--- src/rtl/blink_multi.sv ---
// blink_multi: multi-channel programmable clock divider for LEDs and slow strobes.
// Each channel has a runtime half-period and one of four modes (toggle, pulse,
// one-shot, hold-low). New settings are staged in a shadow register and only
// take effect on the channel's terminal count or while it is disabled, so the
// outputs never glitch.
//
// Ports:
//   i_clk_100MHz  system clock (only clock)
//   i_clr         asynchronous active-high reset
//   i_en          per-channel run enable
//   i_cfg_valid   config request
//   o_cfg_ready   config accept (combinational): no config pending on i_cfg_ch;
//                 always 1 for an out-of-range channel
//   i_cfg_ch      target channel
//   i_cfg_half    new half value (terminal count)
//   i_cfg_mode    0 toggle, 1 pulse, 2 one-shot, 3 hold-low
//   o_clk         divided outputs
//   o_tick        one-cycle strobe after every terminal count
//   o_done        sticky one-shot finished flag
module blink_multi #(
   parameter int unsigned CHANNELS     = 4,
   parameter int unsigned CNT_W        = 32,
   parameter int unsigned DEFAULT_HALF = 49_999_999,
   parameter int unsigned CH_W         = (CHANNELS > 1) ? $clog2(CHANNELS) : 1
) (
   input  logic                i_clk_100MHz,
   input  logic                i_clr,
   input  logic [CHANNELS-1:0] i_en,
   input  logic                i_cfg_valid,
   output logic                o_cfg_ready,
   input  logic [CH_W-1:0]     i_cfg_ch,
   input  logic [CNT_W-1:0]    i_cfg_half,
   input  logic [1:0]          i_cfg_mode,
   output logic [CHANNELS-1:0] o_clk,
   output logic [CHANNELS-1:0] o_tick,
   output logic [CHANNELS-1:0] o_done
);

   typedef enum logic [1:0] {
      MODE_TOGGLE  = 2'd0,
      MODE_PULSE   = 2'd1,
      MODE_ONESHOT = 2'd2,
      MODE_HOLD    = 2'd3
   } mode_e;

   typedef enum logic [1:0] {
      OS_ARM  = 2'd0,
      OS_HIGH = 2'd1,
      OS_DONE = 2'd2
   } os_e;

   logic [CNT_W-1:0]    cnt_q   [CHANNELS];
   logic [CNT_W-1:0]    cnt_d   [CHANNELS];
   logic [CNT_W-1:0]    half_q  [CHANNELS];
   logic [CNT_W-1:0]    half_d  [CHANNELS];
   logic [CNT_W-1:0]    shalf_q [CHANNELS];
   logic [CNT_W-1:0]    shalf_d [CHANNELS];
   mode_e               mode_q  [CHANNELS];
   mode_e               mode_d  [CHANNELS];
   mode_e               smode_q [CHANNELS];
   mode_e               smode_d [CHANNELS];
   os_e                 os_q    [CHANNELS];
   os_e                 os_d    [CHANNELS];

   logic [CHANNELS-1:0] pend_q, pend_d;
   logic [CHANNELS-1:0] clk_q, clk_d;
   logic [CHANNELS-1:0] tick_q, tick_d;
   logic [CHANNELS-1:0] done_q, done_d;
   logic [CHANNELS-1:0] en_q;

   logic [CHANNELS-1:0] tc_c, apply_c, halt_c;
   logic                cfg_in_range_c;
   logic                cfg_acc_c;

   // Config handshake: an out-of-range channel is always accepted and dropped
   always_comb begin
      cfg_in_range_c = (32'(i_cfg_ch) < CHANNELS);
      o_cfg_ready    = 1'b1;
      if (cfg_in_range_c) begin
         o_cfg_ready = ~pend_q[i_cfg_ch];
      end
      cfg_acc_c = i_cfg_valid & o_cfg_ready & cfg_in_range_c;
   end

   // Per-channel next-state: counter, output shaping, one-shot sequencing, config
   always_comb begin
      tc_c    = '0;
      apply_c = '0;
      halt_c  = '0;
      cnt_d   = cnt_q;
      half_d  = half_q;
      shalf_d = shalf_q;
      mode_d  = mode_q;
      smode_d = smode_q;
      os_d    = os_q;
      pend_d  = pend_q;
      clk_d   = clk_q;
      tick_d  = '0;
      done_d  = done_q;

      for (int i = 0; i < CHANNELS; i++) begin
         halt_c[i]  = (mode_q[i] == MODE_ONESHOT) && (os_q[i] == OS_DONE);
         tc_c[i]    = i_en[i] && (cnt_q[i] == half_q[i]) && !halt_c[i];
         apply_c[i] = pend_q[i] && (tc_c[i] || !i_en[i]);
         tick_d[i]  = tc_c[i];

         // Apply always coincides with TC or disable, both of which clear cnt
         if (!i_en[i] || tc_c[i]) begin
            cnt_d[i] = '0;
         end else if (!halt_c[i]) begin
            cnt_d[i] = cnt_q[i] + CNT_W'(1);
         end

         if (!i_en[i]) begin
            clk_d[i] = 1'b0;
         end else begin
            case (mode_q[i])
               MODE_TOGGLE:  if (tc_c[i]) clk_d[i] = ~clk_q[i];
               MODE_PULSE:   clk_d[i] = tc_c[i];
               MODE_ONESHOT: if (tc_c[i]) clk_d[i] = (os_q[i] == OS_ARM);
               default:      clk_d[i] = 1'b0;
            endcase
         end

         // One-shot: ARM -> HIGH -> DONE; a disable period re-arms while done stays set
         if (tc_c[i] && (mode_q[i] == MODE_ONESHOT)) begin
            if (os_q[i] == OS_ARM) begin
               os_d[i] = OS_HIGH;
            end else if (os_q[i] == OS_HIGH) begin
               os_d[i]   = OS_DONE;
               done_d[i] = 1'b1;
            end
         end else if (!i_en[i] && (os_q[i] == OS_DONE)) begin
            os_d[i] = OS_ARM;
         end

         // Done is held through a disable and released when the enable returns
         if (i_en[i] && !en_q[i]) begin
            done_d[i] = 1'b0;
         end

         if (apply_c[i]) begin
            half_d[i] = shalf_q[i];
            mode_d[i] = smode_q[i];
            pend_d[i] = 1'b0;
            os_d[i]   = OS_ARM;
            done_d[i] = 1'b0;
            // Only a toggle->toggle change keeps the phase continuous
            if (!((mode_q[i] == MODE_TOGGLE) && (smode_q[i] == MODE_TOGGLE))) begin
               clk_d[i] = 1'b0;
            end
         end

         // Accept and apply are exclusive: ready requires pending clear
         if (cfg_acc_c && (CH_W'(i) == i_cfg_ch)) begin
            shalf_d[i] = i_cfg_half;
            smode_d[i] = mode_e'(i_cfg_mode);
            pend_d[i]  = 1'b1;
         end
      end
   end

   // State registers
   always_ff @(posedge i_clk_100MHz or posedge i_clr) begin
      if (i_clr) begin
         for (int i = 0; i < CHANNELS; i++) begin
            cnt_q[i]   <= '0;
            half_q[i]  <= CNT_W'(DEFAULT_HALF);
            shalf_q[i] <= CNT_W'(DEFAULT_HALF);
            mode_q[i]  <= MODE_TOGGLE;
            smode_q[i] <= MODE_TOGGLE;
            os_q[i]    <= OS_ARM;
         end
         pend_q <= '0;
         clk_q  <= '0;
         tick_q <= '0;
         done_q <= '0;
         en_q   <= '0;
      end else begin
         cnt_q   <= cnt_d;
         half_q  <= half_d;
         shalf_q <= shalf_d;
         mode_q  <= mode_d;
         smode_q <= smode_d;
         os_q    <= os_d;
         pend_q  <= pend_d;
         clk_q   <= clk_d;
         tick_q  <= tick_d;
         done_q  <= done_d;
         en_q    <= i_en;
      end
   end

   assign o_clk  = clk_q;
   assign o_tick = tick_q;
   assign o_done = done_q;

endmodule

--- config.mk ---
export PLATFORM = sky130hd
export DESIGN_NAME = blink_multi
export DESIGN_NICKNAME = d
export VERILOG_FILES = /design/src/rtl/blink_multi.sv
export SDC_FILE = /design/constraint.sdc
export NUM_CORES = 1
export LEC_CHECK = 0
export BUFFER_PORTS_ARGS = -buffer_cell sky130_fd_sc_hd__buf_2
export CORE_MARGIN = 4
export CORE_UTILIZATION = 40
export CTS_BUF_LIST = sky130_fd_sc_hd__clkbuf_4 sky130_fd_sc_hd__clkbuf_8 sky130_fd_sc_hd__clkbuf_16
export DETAILED_ROUTE_END_ITERATION = 8
export SYNTH_ARGS = -nofsm -noshare
export SYNTH_HDL_FRONTEND = slang
export SYNTH_SLANG_ARGS = --single-unit
export TNS_END_PERCENT = 10
--- constraint.sdc ---
create_clock -name i_clk_100MHz -period 18.9 [get_ports i_clk_100MHz]
set_clock_uncertainty 0.1 [all_clocks]
set_input_delay 1.89 -clock i_clk_100MHz [delete_from_list [all_inputs] [get_ports i_clk_100MHz]]
set_output_delay 1.89 -clock i_clk_100MHz [all_outputs]
set_load 0.01 [all_outputs]
==> flow_summary.json, run 1 <==
{
  "synthCells": 1603,
  "hold_slack_ns": 0.368,
  "die_area_mm2": 0.0525,
  "yosysTopAreaCellShare_pct": 36.4,
  "nFillCells": 4352,
  "cts_tree": "built",
  "crit_path_cell_trace": "buf_2, mux4_2, inv_1, buf_2",
  "chipHeight_um": 229,
  "io_pins": 56,
  "yosysMostFrequentCell": "dfrtp_1",
  "syn_nets": 1650,
  "synth.distinct_cells": 63,
  "layout-area-overhead-vs-synth_pct": 12.6,
  "ant_nets": 0,
  "regArea_mm2": 0.0109,
  "grt_max_degree": 145,
  "drv_cap": 0,
  "path_clk_slew_ns": 0.06,
  "setup_viol": 0,
  "cp-start-kind": "input port",
  "drc": 0,
  "utilization_pct": 45.8,
  "dp_slack_ns": 14.13,
  "cts.repair.resized": 0,
  "cpMaxStageDelayCell": "mux4_2",
  "overflow": 0,
  "grt_first_pass_wirelength_um": 73300,
  "grt_pass1_vias": 12500,
  "irDropWorstVdd_v": 0.0000568,
  "clk-insertion-delay-late_ns": 0.57,
  "max_stage_delay_ns": 0.52,
  "cp.required_ns": 16.91,
  "routed_wl_um": 46300,
  "critPathArrivalTime_ns": 2.77,
  "timing.setup.tns_ns": 0,
  "die_x_um": 229,
  "synth_warnings": 0,
  "fmax_ghz": 0.210,
  "setup_ws_ns": 14.14,
  "async_flop_share_pct": 100,
  "critPathMaxFanout": 5,
  "antenna_found_initial": 0,
  "p_total_w": 0.00275,
  "cts.sinks": 428,
  "cts_buffers": 45,
  "numPortBuffers": 55,
  "start_util_pct": 40.7,
  "hold_class": "register to register",
  "ys_ff_latch": 428,
  "place_congestion": 0.869,
  "period_share_pct": 25.2,
  "core_area_mm2": 0.0480,
  "antenna_cells": 0,
  "cts_root_buf": "clkbuf_16",
  "end_kind": "output pin",
  "clock_path_buffers": 3,
  "syn_avg_cell_area_um2": 12.2,
  "reg2reg_slack_ns": 15.54,
  "cts_htree_levels": 2,
  "rows": 80,
  "synth_edf_count": 0,
  "nNetsFinal": 1707,
  "grtUsageTotal_pct": 17.6,
  "synth_commonest_cells": "284 x dfrtp_1, 244 x mux2_2, 146 x nor2_1",
  "power.density_mw_per_mm2": 125,
  "multi_input_area_mm2": 0.00833,
  "hold_viol_final": 0,
  "synth_flop_cell": "dfrtp_1",
  "timing.critical_path.mode_cell": "buf_2",
  "relSlewSlack_pct": 21.4,
  "ys_top_cells_by_area": "dfrtp_1 36%, dfstp_2 19%, mux2_2 14%",
  "status": "completed",
  "wire_per_inst_um": 20.0,
  "slew_viol_final": 0,
  "firstDrtPassIters": 6,
  "dr_total_vias": 12300,
  "p_leak_nw": 8.93,
  "synth_seq_area_share_pct": 55.7,
  "worst_pin_slew_ns": 1.18,
  "drtIter0Drc": 572,
  "drive_gt1_share_pct": 32.7,
  "rsz0062_at_grt": "no",
  "critPathKind": "input port to output pin",
  "min_period_ns": 4.76,
  "synth_top_cell_by_area": "dfrtp_1",
  "cts_hold_buffers": 0,
  "hpwl_um": 31500,
  "syn_area_mm2": 0.0196,
  "drt-vias-per-instance": 5.31,
  "cts_setup_buffers": 0
}
==> power breakdown <==
group          internal, W  switching [W]  total [W]  leakage (nW)
registers          0.00121       0.000172    0.00138          5.20
clock network     0.000521       0.000362   0.000883         0.761
logic             0.000270       0.000214   0.000484          2.97
total              0.00200       0.000748    0.00275          8.93
==> final timing paths <==
path,from,endpoint,depth (start not counted)
min in group asynchronous,i_clr,half_q[29],2
max,i_cfg_ch[0],o_cfg_ready,4
min,shalf_q[18],half_q[18],1
max reg2reg,half_q[53],mode_q[2],7
max in group asynchronous,i_clr,half_q[31],4
min reg2reg,shalf_q[18],half_q[18],1
==> cell type report <==
cell class | count | share of cell area, %
repair buffers | 71 | 1.85
inverters | 32 | 0.580
flip-flops and latches | 428 | 49.5
well taps | 615 | 3.50
clock inverters | 8 | 0.216
clock buffers | 74 | 6.55
multi-input cells | 1082 | 37.8
==> per-stage QoR <==
step / instance area, um2 / std cells
after floorplan: 19600 / 1603
after global placement: 20500 / 2228
after detailed placement: 20500 / 2228
after CTS: 22000 / 2310
after global routing: 22000 / 2310
final: 22000 / 2310
==> cell usage in the layout (no fill, tap or decap), types with 30 or more instances in the layout <==
cell       instances
dfrtp_1          284
mux2_2           244
nor2_1           146
dfstp_2          144
xnor2_1          137
xor2_1            98
nand4_1           73
nand2_1           68
buf_2             55
clkbuf_16         47
nand3_1           46
inv_1             31
mux2_1            30
==> sequential cells by signal (all words and copies together) (netlist names) <==
signal,cells
en_q,4
smode_q,8
half_q,128
cnt_q,128
os_q,8
o_done,4
o_clk,4
pend_q,4
o_tick,4
mode_q,8
shalf_q,128
==> layer usage <==
| metal | GRT usage [%] | up-vias | wire length [um] |
|---|---|---|---|
| li1 | - | 5756 | - |
| met2 | 28.0 | 193 | 21500 |
| met4 | 4.81 | 0 | 1120 |
| met1 | 24.7 | 6258 | 21900 |
| met5 | 0 | - | 0 |
| met3 | 3.47 | 66 | 1790 |
==> critical path, delay by kind of cell <==
kind / cells / cell delay [ns]
muxes: 1 / 0.52
buffers and inverters: 3 / 0.36
==> cells by family after synthesis <==
kind of cell,Yosys count,share of synthesized area [%]
AO/OA/AOI/OAI,85,2.85
XOR/XNOR,235,10.5
adder cells (fa/ha/maj),4,0.256
buffers and inverters,93,1.86
flip-flops,428,55.7
multiplexers,276,15.9
AND/OR/NAND/NOR,482,12.8
Power figures use the tool's default switching activity.
==> inputs of run 2 (changes only) <==
--- a/config.mk
+++ b/config.mk
@@ -5,6 +5,7 @@
 export SDC_FILE = /design/constraint.sdc
 export NUM_CORES = 1
 export LEC_CHECK = 0
+export ABC_AREA = 1
 export BUFFER_PORTS_ARGS = -buffer_cell sky130_fd_sc_hd__buf_2
 export CORE_MARGIN = 4
 export CORE_UTILIZATION = 40
==> constraint.sdc (replaced) <==
create_clock -name i_clk_100MHz -period 4 [get_ports i_clk_100MHz]
set_clock_uncertainty 0.1 [all_clocks]
set_input_delay 0.4 -clock i_clk_100MHz [delete_from_list [all_inputs] [get_ports i_clk_100MHz]]
set_output_delay 0.4 -clock i_clk_100MHz [all_outputs]
set_load 0.01 [all_outputs]
==> run 2 against run 1 <==
  * Die area up 15%
  * Area after synthesis up 16%
  * Count of clock-buffer cells in the layout down 5
  * Routed wire length up 52%
  * Final cell count up 66%
  * Sequential cell count unchanged
  * Core utilization down 0.21 points
  * Hold slack worse by 0.24 ns
  * Clock power rose to 5.5 times the previous value
  * Global-route usage up 5.7 points
  * Critical path depth up 9
==> flow_summary.json, run 2 <==
{
  "status": "completed",
  "p_seq_share_pct": 44.7,
  "synth_seq_area_share_pct": 48.2,
  "p_int_w": 0.00933,
  "layout-area-overhead-vs-synth_pct": 12.1,
  "swShare_pct": 30.5,
  "grt_max_degree": 124,
  "syn_nets": 3045,
  "setup_ws_ns": 1.07,
  "firstDrtPassIters": 6,
  "dp_slack_ns": 1.08,
  "cts_root_buf": "clkbuf_16",
  "fmax_ghz": 0.341,
  "overflow": 0,
  "largestRegisters": "cnt_q (128), half_q (128), shalf_q (128)",
  "die_x_um": 246,
  "numPortBuffers": 55,
  "crit_path_cell_trace": "inv_2, nand2_1, nor2_2, inv_2, nand2_1, nor2_1, nand3_1, nor2_4, nor2_2, nor2_4, buf_4, nand2_1, o21ai_1",
  "hold_slack_ns": 0.128,
  "cpMaxStageDelayCell": "nor2_4",
  "hpwl_um": 52400,
  "drv_cap": 0,
  "yosysTopAreaCellShare_pct": 31.5,
  "ant_nets": 0,
  "cp.required_ns": 4.42,
  "critPathArrivalTime_ns": 3.36,
  "wire_per_inst_um": 18.3,
  "p_leak_nw": 11.6,
  "end_kind": "register",
  "die_area_mm2": 0.0603,
  "utilization_pct": 45.6,
  "antenna_found_initial": 5,
  "critPathKind": "register to register",
  "clk-insertion-delay-late_ns": 0.60,
  "setup_viol": 0,
  "synth_commonest_cells": "997 x nand2_1, 319 x inv_1, 315 x nor2_1",
  "hold_viol_final": 0,
  "drt-vias-per-instance": 5.10,
  "nNetsFinal": 3084,
  "power_switching_w": 0.00409,
  "drc": 0,
  "grt_pass1_vias": 19400,
  "start_util_pct": 40.7,
  "drive_gt1_share_pct": 13.4,
  "async_flop_share_pct": 100,
  "syn_area_mm2": 0.0226,
  "cts.repair.resized": 0,
  "rsz0062_at_grt": "no",
  "io_pins": 56,
  "slew_viol_final": 0,
  "finalInstanceArea_mm2": 0.0253,
  "synth_flop_cell": "dfrtp_1",
  "cts_htree_levels": 2,
  "cp-start-kind": "register",
  "power_frac_comb_pct": 19.3,
  "grt_first_pass_wirelength_um": 110000,
  "placed_area_mm2": 0.0235,
  "nFillCells": 5663,
  "critPathMaxFanout": 28,
  "dr_total_vias": 19600,
  "cts.sinks": 428,
  "clkPwrFrac_pct": 36.0,
  "min_period_ns": 2.93,
  "drtIter0Drc": 1583,
  "mostFrequentLayoutCell": "nand2_1",
  "synth.distinct_cells": 44,
  "period_share_pct": 73.4,
  "final_cell_mix": "997 x nand2_1, 318 x inv_1, 315 x nor2_1",
  "chipHeight_um": 246,
  "cts_tree": "built",
  "ys_top_cells_by_area": "dfrtp_1 31%, dfstp_2 17%, nand2_1 17%",
  "power.density_mw_per_mm2": 530,
  "irDropWorstVdd_v": 0.000343,
  "cts_buffers": 48,
  "relSlewSlack_pct": 37.8,
  "hold_class": "input port to register",
  "yosysMostFrequentCell": "nand2_1",
  "cts_hold_buffers": 5,
  "max_stage_delay_ns": 0.68,
  "routed_wl_um": 70100,
  "synthCells": 2998,
  "synth_edf_count": 0,
  "worst_pin_slew_ns": 0.930,
  "ys_ff_latch": 428,
  "cts_setup_buffers": 0,
  "rows": 86,
  "synth_warnings": 0,
  "core_area_mm2": 0.0555,
  "synth_top_cell_by_area": "dfrtp_1",
  "clock_path_buffers": 3,
  "syn_avg_cell_area_um2": 7.54,
  "timing.critical_path.mode_cell": "nand2_1",
  "place_congestion": 0.974,
  "path_clk_slew_ns": 0.06,
  "grtUsageTotal_pct": 23.3
}
[run 2: path summary, 6_finish.rpt]
check	depth (start not counted)	slack [ns]	start	endpoint
worst max-delay path	13	1.07	mode_q[6]	half_q[126]
worst min-delay path	3	0.13	i_cfg_half[11]	shalf_q[75]
worst max register to register	13	1.07	mode_q[6]	half_q[126]
worst min register to register	2	0.37	shalf_q[24]	half_q[24]
max in group asynchronous	4	2.55	i_clr	cnt_q[122]
min in group asynchronous	3	0.25	i_clr	half_q[48]
[run 2: layout make-up]
class	instances	area (um2)	area share, %
clock buffer	69	1410	5.58
tap	748	936	3.70
inverter	339	1280	5.06
antenna	9	22.5	0.0889
sequential	428	10900	43.0
multi-input combinational	2139	9950	39.3
clock inverter	18	293	1.16
timing repair buffer	81	533	2.10
[run 2: cells by family after synthesis]
group | count (synthesis) | share of synthesized area, %
fa+ha+maj | 4 | 0.222
buf+inv | 431 | 7.80
compound gates | 336 | 7.96
xor+xnor | 100 | 3.88
flops | 428 | 48.2
simple gates | 1699 | 31.9
[run 2: layer usage]
layer	global-route usage (%)	wire length [um]
met1	33.9	32700
met2	36.0	30900
met3	3.71	4490
met4	7.16	2000
met5	0	13
[run 2: power groups by stage]
| stage | combinational, W | clock, W | sequential [W] |
|---|---|---|---|
| 4_1_cts | 0.00259 | 0.00494 | 0.00601 |
| 6_report | 0.00259 | 0.00483 | 0.00600 |
| 3_3_place_gp | 0.00255 | 0 | 0.00606 |
| 2_1_floorplan | 0.00194 | 0 | 0.00586 |
| 5_1_grt | 0.00299 | 0.00511 | 0.00610 |
| 3_5_place_dp | 0.00258 | 0 | 0.00607 |
[run 2: critical path, delay by kind of cell (launching register included)]
| kind | cells | cell delay, ns |
|---|---|---|
| compound gates | 1 | 0.07 |
| buf+inv | 3 | 0.65 |
| flops | 1 | 0.40 |
| simple gates | 9 | 1.61 |
[run 2: per-stage QoR]
stage                     setup TNS [ns]  power (W)  std cells
after CTS                              0     0.0135       3822
after detailed placement               0    0.00864       3730
after floorplan                  -699.42    0.00781       2998
after global routing                   0     0.0142       3822
final                                  0     0.0134       3831
after global placement                 0    0.00861       3730
==> inputs of run 3 (changes only) <==
--- a/config.mk
+++ b/config.mk
@@ -5,7 +5,7 @@
 export SDC_FILE = /design/constraint.sdc
 export NUM_CORES = 1
 export LEC_CHECK = 0
-export ABC_AREA = 1
+export ABC_AREA = 0
 export BUFFER_PORTS_ARGS = -buffer_cell sky130_fd_sc_hd__buf_2
 export CORE_MARGIN = 4
 export CORE_UTILIZATION = 40
==> constraint.sdc (replaced) <==
create_clock -name i_clk_100MHz -period 2.5 [get_ports i_clk_100MHz]
set_clock_uncertainty 0.1 [all_clocks]
set_input_delay 0.25 -clock i_clk_100MHz [delete_from_list [all_inputs] [get_ports i_clk_100MHz]]
set_output_delay 0.25 -clock i_clk_100MHz [all_outputs]
set_load 0.01 [all_outputs]
==> run 3 against run 2 <==
  * Global-route usage down 5.2 points
  * Via count shrank 35%
  * Routed wire length shrank 32%
  * Total power is 60% higher
  * Final cell count fell by 37%
  * Sequential share of layout area grew 3.8 points
  * Critical path type unchanged
  * Critical endpoint is now half_q[24]
  * Largest power group unchanged
==> flow_summary.json, run 3 (synthesis results as in run 1) <==
{
  "status": "completed",
  "clk-insertion-delay-late_ns": 0.58,
  "clkPwrFrac_pct": 33.3,
  "hold_viol_final": 0,
  "path_clk_slew_ns": 0.06,
  "power.density_mw_per_mm2": 926,
  "setup_viol": 0,
  "cts_buffers": 45,
  "irDropWorstVdd_v": 0.000449,
  "critPathMaxFanout": 34,
  "clock_path_buffers": 3,
  "drtIter0Drc": 726,
  "nFillCells": 4280,
  "worst_pin_slew_ns": 0.723,
  "layout-area-overhead-vs-synth_pct": 19.0,
  "swShare_pct": 27.2,
  "grtUsageTotal_pct": 18.1,
  "numPortBuffers": 55,
  "dr_total_vias": 12700,
  "hpwl_um": 33100,
  "place_congestion": 0.891,
  "layout.cells.non_filler": 2422,
  "cts_htree_levels": 2,
  "wire_per_inst_um": 19.6,
  "dp.cells": 2311,
  "grt_max_degree": 130,
  "drv_cap": 0,
  "antenna_cells": 0,
  "slew_viol_final": 0,
  "io_pins": 56,
  "final_cell_mix": "284 x dfrtp_1, 244 x mux2_2, 146 x nor2_1",
  "setup_ws_ns": 0.0405,
  "cts_root_buf": "clkbuf_16",
  "dp_slack_ns": -0.114,
  "drt-vias-per-instance": 5.26,
  "rsz0062_at_grt": "yes",
  "nNetsFinal": 1817,
  "die_area_mm2": 0.0525,
  "antenna_found_initial": 2,
  "routed_wl_um": 47500,
  "start_util_pct": 40.7,
  "fmax_ghz": 0.407,
  "mostFrequentLayoutCell": "dfrtp_1",
  "p_int_w": 0.0157,
  "largestRegisters": "cnt_q (128), half_q (128), shalf_q (128)",
  "end_kind": "register",
  "power_switching_w": 0.00585,
  "grt_pass1_vias": 13000,
  "power_frac_comb_pct": 18.4,
  "p_seq_share_pct": 48.2,
  "ant_nets": 0,
  "die_x_um": 229,
  "cts.sinks": 428,
  "firstDrtPassIters": 5,
  "min_period_ns": 2.46,
  "timing.setup.tns_ns": 0,
  "relSlewSlack_pct": 51.8,
  "critPathKind": "register to register",
  "hold_class": "input port to register",
  "period_share_pct": 98.4,
  "grt_first_pass_wirelength_um": 75800,
  "rows": 80,
  "drive_gt1_share_pct": 36.4,
  "cp.required_ns": 2.85,
  "overflow": 0,
  "drc": 0,
  "cts_tree": "built",
  "cp-start-kind": "register",
  "p_leak_nw": 9.58,
  "core_area_mm2": 0.0480,
  "chipHeight_um": 229,
  "critPathArrivalTime_ns": 2.80
}
[run 3: cell types whose count changed in the layout (fill, tap and decap cells not counted), sizes merged, moves of 78 or more]
cell and delta:
buf +78, inv -303, mux2 +274, nand2 -955
nor2 -187, o21ai -260, xnor2 +99
[run 3: metal layers]
metal  vias to the layer above  global-route usage, %  share of wire, %
li1                       5959                      -                 -
met1                      6490                   25.3                46
met2                       217                   29.6                48
met3                        72                   2.77               3.6
met4                         0                   5.31               2.6
met5                         -                      0                 0
[run 3: repair_timing]
| item | 4_1_cts | 5_1_grt |
|---|---|---|
| hold buffers | 25 | 2 |
| pin swaps | 3 | 3 |
| buffers inserted | 0 | 0 |
| cloned | 0 | 0 |
| gates resized for setup | 2 | 15 |
| hold endpoints to repair | 140 | 2 |
| setup endpoints to repair | 73 | 122 |
[run 3: area by class of cell]
class / instances / area [um2] / share of cell area, %
multi-input cells: 1082 / 8440 / 36.3
well taps: 615 / 769 / 3.31
clock buffers: 58 / 1300 / 5.57
repair buffers: 181 / 1450 / 6.24
clock inverters: 26 / 302 / 1.30
inverters: 32 / 124 / 0.532
flip-flops and latches: 428 / 10900 / 46.8
[run 3: worst max-delay path, stage by stage (launching register included)]
cell and delay, ns:
dfrtp_1 0.40, xnor2_1 0.26, nand4_1 0.14, or4_4 0.53, o41ai_4 0.27, nand2_2 0.11
buf_12 0.20, mux2_1 0.32
[run 3: worst paths after layout]
check                              end            from  slack (ns)  depth (start not counted)
setup reg to reg            half_q[24]        cnt_q[9]        0.04                          7
hold reg to reg             half_q[16]     shalf_q[16]        0.38                          1
min in group asynchronous    cnt_q[87]           i_clr        0.08                          3
hold / removal             shalf_q[50]  i_cfg_half[18]        0.02                          2
max in group asynchronous      os_q[7]           i_clr        1.25                          4
setup / recovery            half_q[24]        cnt_q[9]        0.04                          7
[run 3: stage by stage]
stage	util [%]	total power, W	hold WS, ns	cell area [um2]
after floorplan	-	0.0130	0.181	19600
after global placement	44.3	0.0142	0.118	21300
after detailed placement	44.3	0.0144	0.119	21300
after CTS	48.2	0.0217	0.0000260	23200
after global routing	48.4	0.0226	0.000760	23300
final	48.4	0.0215	0.0248	23300
[run 3: power groups by stage]
stage	clock, W	sequential, W	combinational (W)
3_3_place_gp	0	0.0105	0.00378
5_1_grt	0.00764	0.0106	0.00438
2_1_floorplan	0	0.0100	0.00297
3_5_place_dp	0	0.0105	0.00389
4_1_cts	0.00734	0.0104	0.00396
6_report	0.00718	0.0104	0.00397
